===== src/rtl/alu_iter_exec.sv =====
// Execute-stage ALU: single-cycle logic/arith/compare/branch ops, iterative
// one-bit-per-cycle shifts, valid/ready handshakes on both sides.
module alu_iter_exec #(
  parameter int WIDTH   = 32,
  parameter int SHAMT_W = 5
) (
  input  logic               clk,
  input  logic               reset,
  input  logic               flush,
  input  logic               in_valid,
  output logic               in_ready,
  input  logic [3:0]         operation,
  input  logic [WIDTH-1:0]   src_a,
  input  logic [WIDTH-1:0]   src_b,
  output logic               out_valid,
  input  logic               out_ready,
  output logic [WIDTH-1:0]   result,
  output logic               zero
);

  typedef enum logic [1:0] {
    IDLE  = 2'd0,
    SHIFT = 2'd1,
    DONE  = 2'd2
  } state_t;

  localparam logic [3:0] OP_AND = 4'b0000;
  localparam logic [3:0] OP_OR  = 4'b0001;
  localparam logic [3:0] OP_ADD = 4'b0010;
  localparam logic [3:0] OP_SUB = 4'b0011;
  localparam logic [3:0] OP_XOR = 4'b0100;
  localparam logic [3:0] OP_SRA = 4'b0101;
  localparam logic [3:0] OP_SLL = 4'b0110;
  localparam logic [3:0] OP_SLT = 4'b0111;
  localparam logic [3:0] OP_BEQ = 4'b1000;
  localparam logic [3:0] OP_SRL = 4'b1001;
  localparam logic [3:0] OP_BGE = 4'b1010;
  localparam logic [3:0] OP_BLT = 4'b1011;
  localparam logic [3:0] OP_BNE = 4'b1100;
  localparam logic [3:0] OP_LUI = 4'b1101;

  state_t             state;
  state_t             state_next;
  logic [WIDTH-1:0]   shreg;
  logic [WIDTH-1:0]   shreg_step;
  logic [WIDTH-1:0]   alu_value;
  logic [SHAMT_W-1:0] cnt;
  logic [SHAMT_W-1:0] shamt;
  logic               sh_left;
  logic               sh_arith;
  logic               is_shift;
  logic               start_shift;
  logic               accept;
  logic               shift_last;
  logic               a_lt_b;

  assign shamt       = src_b[SHAMT_W-1:0];
  assign is_shift    = (operation == OP_SRA) || (operation == OP_SLL) ||
                       (operation == OP_SRL);
  assign start_shift = is_shift && (shamt != '0);
  assign in_ready    = (state == IDLE) && !reset;
  assign accept      = in_valid && in_ready && !flush;
  assign out_valid   = (state == DONE);
  assign shift_last  = (cnt == SHAMT_W'(1));
  assign a_lt_b      = $signed(src_a) < $signed(src_b);

  // Single-cycle result; a shift only lands here when its amount is zero.
  always_comb begin
    alu_value = '0;
    case (operation)
      OP_AND:                 alu_value = src_a & src_b;
      OP_OR:                  alu_value = src_a | src_b;
      OP_ADD:                 alu_value = src_a + src_b;
      OP_SUB:                 alu_value = src_a - src_b;
      OP_XOR:                 alu_value = src_a ^ src_b;
      OP_SRA, OP_SLL, OP_SRL: alu_value = src_a;
      OP_SLT, OP_BLT:         alu_value = {{(WIDTH-1){1'b0}}, a_lt_b};
      OP_BGE:                 alu_value = {{(WIDTH-1){1'b0}}, !a_lt_b};
      OP_BEQ:                 alu_value = {{(WIDTH-1){1'b0}}, src_a == src_b};
      OP_BNE:                 alu_value = {{(WIDTH-1){1'b0}}, src_a != src_b};
      OP_LUI:                 alu_value = src_b;
      default:                alu_value = '0;
    endcase
  end

  always_comb begin
    shreg_step = shreg;
    if (sh_left) begin
      shreg_step = {shreg[WIDTH-2:0], 1'b0};
    end else begin
      shreg_step = {sh_arith & shreg[WIDTH-1], shreg[WIDTH-1:1]};
    end
  end

  always_ff @(posedge clk) begin
    if (reset) begin
      state <= IDLE;
    end else begin
      state <= state_next;
    end
  end

  always_comb begin
    state_next = state;
    if (flush) begin
      state_next = IDLE;
    end else begin
      case (state)
        IDLE:    if (accept) state_next = start_shift ? SHIFT : DONE;
        SHIFT:   if (shift_last) state_next = DONE;
        DONE:    if (out_ready) state_next = IDLE;
        default: state_next = IDLE;
      endcase
    end
  end

  // Flush leaves result stale on purpose; out_valid qualifies it.
  always_ff @(posedge clk) begin
    if (reset) begin
      result   <= '0;
      zero     <= 1'b1;
      cnt      <= '0;
      shreg    <= '0;
      sh_left  <= 1'b0;
      sh_arith <= 1'b0;
    end else if (flush) begin
      cnt <= '0;
    end else begin
      case (state)
        IDLE: begin
          if (accept) begin
            if (start_shift) begin
              shreg    <= src_a;
              cnt      <= shamt;
              sh_left  <= (operation == OP_SLL);
              sh_arith <= (operation == OP_SRA);
            end else begin
              result <= alu_value;
              zero   <= (alu_value == '0);
            end
          end
        end
        SHIFT: begin
          shreg <= shreg_step;
          cnt   <= cnt - SHAMT_W'(1);
          if (shift_last) begin
            result <= shreg_step;
            zero   <= (shreg_step == '0);
          end
        end
        default: ;
      endcase
    end
  end

endmodule


===== config.mk =====
export PLATFORM = sky130hd
export DESIGN_NAME = alu_iter_exec
export DESIGN_NICKNAME = d
export VERILOG_FILES = /design/src/rtl/alu_iter_exec.sv
export SDC_FILE = /design/constraint.sdc
export NUM_CORES = 1
export LEC_CHECK = 0
export ABC_AREA = 1
export CORE_UTILIZATION = 45
export DETAILED_ROUTE_END_ITERATION = 10
export PLACE_DENSITY = 0.75
export REMOVE_ABC_BUFFERS = 1
export SKIP_CTS_REPAIR_TIMING = 1
export SYNTH_ARGS = -nofsm -noshare
export SYNTH_HDL_FRONTEND = slang
export SYNTH_SLANG_ARGS = --single-unit
export TNS_END_PERCENT = 5

===== constraint.sdc =====
create_clock -name clk -period 3.4 [get_ports clk]
set_clock_uncertainty 0.15 [all_clocks]
set_input_delay 0.68 -clock clk [delete_from_list [all_inputs] [get_ports clk]]
set_output_delay 0.68 -clock clk [all_outputs]
set_load 0.005 [all_outputs]

# Yosys cells after proc, flatten, opt, wreduce, memory -nomap -nowiden
# Index checks and enable logic that the tools add are counted.
[word_totals]
register_bits = 74
inputBits = 73
[op_classes]
n_addsub = 3
n_lt_le_gt_ge = 1
n_eq_ne = 23
muxes = 21
n_bitwise = 5
n_reduce_logical = 23
[op_table]
columns = ["cell", "count"]
rows = [
  ["one-hot mux 32 bit (11 select lines)", 1],
  ["two-way mux 32 bit", 6],
  ["one-hot mux 32 bit (2 select lines)", 2],
  ["zero test 32 bit", 2],
  ["adder 32 bit", 1],
  ["bitwise AND 32 bit", 1],
  ["equality test 32 bit", 1],
  ["less-than comparator 32 bit", 1],
  ["inequality test 32 bit", 1],
  ["bitwise OR 32 bit", 1],
  ["subtractor 32 bit", 1],
  ["bitwise XOR 32 bit", 1],
  ["equality test 4 bit (second input constant)", 6],
  ["equality test 4 x 3 -> 1 bit (second input constant)", 4],
  ["two-way mux 5 bit", 2],
  ["one-hot mux 5 bit (2 select lines)", 1],
  ["equality test 4 x 2 -> 1 bit (second input constant)", 2],
  ["two-way mux 2 bit", 4],
  ["inequality test 2 bit (second input constant)", 4],
  ["AND reduction 4 bit", 2],
  ["one-hot mux 2 bit (3 select lines)", 1],
  ["AND reduction 3 bit", 2],
  ["equality test 5 x 1 -> 1 bit (second input constant)", 1],
  ["AND reduction 5 bit", 1],
  ["other kinds (18)", 27],
]

# Longest topological paths before layout
[depth]
ltp_word = 7
depth_mapped = 24
ltp_nobuf = 23

# Worst setup path after synthesis
# Ideal clock, no wire load.
[synth_timing]
path_type = "input-to-reg"
from = "input port src_a[0]"
to = "register zero"
setup_ns = 0.058
t_arrival_ns = 2.543
t_required_ns = 3.192
setup_slack_ns = 0.649
path_stages = 22
n_path_buf = 0
path_cell_list = "inv_1 ha_1 fa_1 inv_1 nand2_1 nand2_1 nand2_1 nand2_1 nand2_1 nand2_2 nand2_1 nand2_1 nand2_1 nand3_1 nand2_1 nor2_1 nand3_1 nor2_1 nand3_1 nand2_1 nand2_1 nand2_1"
[synth_via]
elab_chain_len = 7
[synth_rtl]
columns = ["item", "line", "source"]
rows = [
  ["start: declaration", "13", "input logic [WIDTH-1:0] src_a,"],
  ["less-than comparator 32 bit", "65", "assign a_lt_b = $signed(src_a) < $signed(src_b);"],
  ["zero test 1 bit", "78", "OP_BGE: alu_value = {{(WIDTH-1){1'b0}}, !a_lt_b};"],
  ["one-hot mux 32 bit (11 select lines) *", "70", "case (operation)"],
  ["zero test 32 bit *", "139", "zero <= (alu_value == '0);"],
  ["two-way mux 1 bit *", "132", "if (start_shift) begin"],
  ["two-way mux 1 bit *", "131", "if (accept) begin"],
  ["one-hot mux 1 bit (2 select lines) *", "129", "case (state)"],
  ["end signal: assignment", "139", ""],
  ["end signal: assignment", "148", "zero <= (shreg_step == '0);"],
  ["end: declaration", "18", "output logic zero"],
]
# Every way passes the cells marked *; elsewhere a longest branch is shown, timed or not. The select of a mux whose other input is x is not followed.
# A chain may end at the register's enable or synchronous reset.

# Worst setup path in the final report
[layout_timing]
from = "input port src_b[2]"
to = "register zero"
[layout_via]
elab_chain_len = 7
[layout_rtl]
columns = ["item", "line", "source"]
rows = [
  ["start: declaration", "14", "input logic [WIDTH-1:0] src_b,"],
  ["less-than comparator 32 bit", "65", ""],
  ["zero test 1 bit", "78", ""],
  ["one-hot mux 32 bit (11 select lines)", "70", ""],
  ["zero test 32 bit", "139", ""],
  ["two-way mux 1 bit", "132", ""],
  ["two-way mux 1 bit", "131", ""],
  ["one-hot mux 1 bit (2 select lines)", "129", ""],
]
# Several ways; a longest one is shown, not always the timed one. The select of a mux whose other input is x is not followed.

==> results.txt <==
----------------------------------------------------
[Global routing]
  M1 GR Usage ... 0.537
  GR peak layer ... met2
  Met2 usage in global routing ... 0.627
  Global Route Usage Sum ... 0.400
  Met3 Track Usage GR ... 0.0714
  Initial antenna violation count ... 1
  Via count of the first global-routing pass ... 13700
  Global-route wire length before repair ... 74400 µm
  Largest net degree at the start of global routing ... 60
  Global route total overflow ... 0

[Synth]
  Area of the mapped netlist ... 10900 µm²
  Async S/R FF share, synth ... 0
  Share of the synthesized area in the top cell type ... 0.206
  Part of the Yosys area used for sequential elements ... 0.136
  Mean cell area of the mapped netlist ... 5.41 µm²
  Top cell type by total area after synthesis ... nand2_1
  Cell count after synthesis ... 2012
  EDFF count, synth ... 0
  Top post-synthesis cells by area ... nand2_1 (21%), dfxtp_1 (14%), ha_1 (13%)
  Synth unique cells ... 40
  Number of synthesis warnings ... 0
  Flip-flop and latch count after synthesis ... 74
  Post-synth top flop ... dfxtp_1

[Clocking]
  Clock H-tree levels ... 3
  CTS buffer count ... 9
  Worst-skew pair later-pin latency ... 0.34 ns
  Clock tree sinks ... 74
  Worst-path clk slew ... 0.05 ns
  Clock Root Buffer ... clkbuf_16
  Clock tree from TritonCTS ... yes
  Largest buffer count on any clock path ... 2

[Cells and area]
  Final Non-Filler Cells ... 2804
  Area growth, synth to finish ... 51.3%
  Number of antenna cells inserted ... 0
  Fraction of final layout cells with drive strength greater than 1 ... 0.252
  Post-layout utilization of the core ... 0.698
  Post-layout net count ... 2665
  Design Area, Final ... 16500 µm²
  Total of fill cells in the finished design ... 2147

[Critical path]
  Data arrival at the endpoint of the critical path ... 3.42 ns
  Bufs and invs on worst path ... 5
  Classification of the worst setup path ... in2reg
  Critical path, cell by cell ... clkdlybuf4s50_1 -> buf_4 -> ha_1 -> nor2_1 -> nand2_2 -> nand3_2 -> nand2_2 -> buf_4 -> nand3_2 -> buf_4 -> nand3_2 -> nand3_2 -> nand2_2 -> nor2_2 -> buf_4 -> nand2_1 -> nor2_1 -> nand2_1 -> nor2_2 -> nand3_1 -> nand2_1 -> nand2_1 -> nand2_1
  Crit path max-delay cell type ... clkdlybuf4s50_1
  CP top delay family ... simple AND/OR/NAND/NOR gates
  Largest fanout on the critical path ... 3
  WP data required ... 3.53 ns
  CP Depth ... 23
  CP Capture Type ... flop
  Peak per-stage delay on the critical path ... 0.46 ns
  Cell repeated most along the worst path ... nand2_1
  Number of cells on the worst reg-to-reg path ... 9
  Critical path launch point type ... input pin

[Detailed routing]
  Routed wire length ... 51300 µm
  Via-per-instance ratio ... 5.47
  Post-route DRC violation count ... 0
  TritonRoute pass-1 iters ... 6
  Count of nets left with antenna violations after detail routing ... 0
  Iteration-0 DRC Markers ... 1860
  Final routed wire length divided by cell count ... 18.3 µm
  Vias ... 15300

[Worst hold path]
  Hold Crit Class ... reg2reg
  Worst hold path depth ... 2

[Timing]
  Post-route minimum period ... 3.30 ns
  Number of hold violations in the final report ... 0
  RSZ-0062 raised after global routing ... yes
  Slew at the pin closest to its max-slew limit ... 1.07 ns
  Final setup violation count ... 0
  Peak clock frequency supported by timing ... 303 MHz
  Period utilisation layout ... 0.969
  Max-slew violations ... 0
  Max-Slew Margin vs Limit ... 0.282

[Placement]
  Post-Place Cells ... 2778
  Final estimated routing congestion in global placement ... 1.05
  Post-DP HPWL ... 41800 µm
  Placed Area ... 15300 µm²
  Number of I/O port buffers ... 107

[Floorplanning]
  I/O pin count ... 108
  Floorplan Core Area ... 23600 µm²
  Die footprint ... 24800 µm²
  Effective utilization at floorplan ... 0.461
  DIE WIDTH ... 158 µm
  Die height ... 158 µm
  Core Rows ... 56

[Pwr]
  Overall power ... 4100 µW
  VDD IR max ... 0.370 mV
  Power per Cell Area ... 249 nW/µm²
  Pleak ... 0.00863 µW

[Run]
  Total of max-cap violations ... 0

[Run status]
  Result of the run ... completed

----------------------------------------------------
[cell families (layout without fill, tap and decap cells)]
| group | Yosys count | count (layout) | synth area share |
|---|---|---|---|
| fa+ha+maj | 112 | 112 | 0.130 |
| flops | 74 | 74 | 0.136 |
| buf+inv | 433 | 906 | 0.155 |
| simple gates | 1023 | 1023 | 0.391 |
| compound gates | 370 | 370 | 0.188 |
[routing by layer]
metal	up-vias	wire, µm
li1	7372	-
met4	2	2150
met1	7010	21700
met2	831	22200
met3	132	5180
met5	-	17
[cell usage in the layout, fill, tap and decap left out, drive strengths merged]
cell type / instances
nand2: 604
buf: 422
inv: 359
nor2: 186
nand3: 166
o21ai: 164
ha: 110
a21oi: 96
clkdlybuf4s50: 93
dfxtp: 74
a31oi: 36
o22ai: 33
nand4: 23
a211oi: 21
nor3: 18
dlymetal6s2s: 14
or2: 12
clkbuf: 11
o21bai: 10
and2: 5
clkinv: 5
o2111ai: 4
nor4: 4
nand3b: 3
o211ai: 3
o311ai: 2
and3: 2
fa: 2
a2111oi: 1
clkinvlp: 1
bufinv: 1
[sequential cells by signal (all words and copies together), names as in the netlist]
register / count
result: 32
cnt: 5
zero: 1
sh_arith: 1
shreg: 32
state: 2
sh_left: 1
[power breakdown]
group	switching (µW)	internal (µW)	total, µW
Sequential	14.2	893	908
Combinational	1250	988	2230
Clock	359	604	962
[layout make-up]
class	instances	area (µm²)	share of cell area
timing repair buffer	529	4430	0.269
sequential	74	1480	0.0899
inverter	361	1360	0.0824
multi-input combinational	1505	8500	0.516
clock buffer	11	253	0.0153
clock inverter	5	52.6	0.00319
tap	319	399	0.0242
[Yosys cell counts (5+ instances only)]
library cell  number
o22ai_1           33
o21ai_0          158
a211oi_1          21
a31oi_1           36
nand4_1           23
clkbuf_1          30
inv_2              7
a21oi_1           96
nand2_2            5
ha_1             110
and2_1             5
inv_1            352
dfxtp_1           74
nand2_1          598
buf_2             37
nand3_1          165
o21ai_1            6
nor2_1           181
or2_2             12
o21bai_1          10
nor3_1            15
[worst paths after layout]
path                                 from   endpoint  slack [ns]
worst max-delay path             src_b[2]       zero        0.10
worst min register to register  shreg[18]  shreg[18]        0.32
worst min-delay path            shreg[18]  shreg[18]        0.32
worst max register to register    sh_left       zero        0.84
[tightest hold or removal path, cell delays in order, from the launching register on]
cell and delay, ns:
dfxtp_1 0.31, inv_1 0.06, a21oi_1 0.05
[stage by stage]
step / TNS (ns) / worst slack (ns) / hold WS (ns)
6_report: 0 / 0.104 / 0.317
3_5_place_dp: -5.53 / -0.576 / 0.306
4_1_cts: -0.570 / -0.260 / 0.315
2_1_floorplan: -13.44 / -0.590 / 0.290
3_3_place_gp: -4.34 / -0.586 / 0.300
5_1_grt: -0.101 / -0.0783 / 0.335
Note: power is estimated with default switching activity, not from simulation.
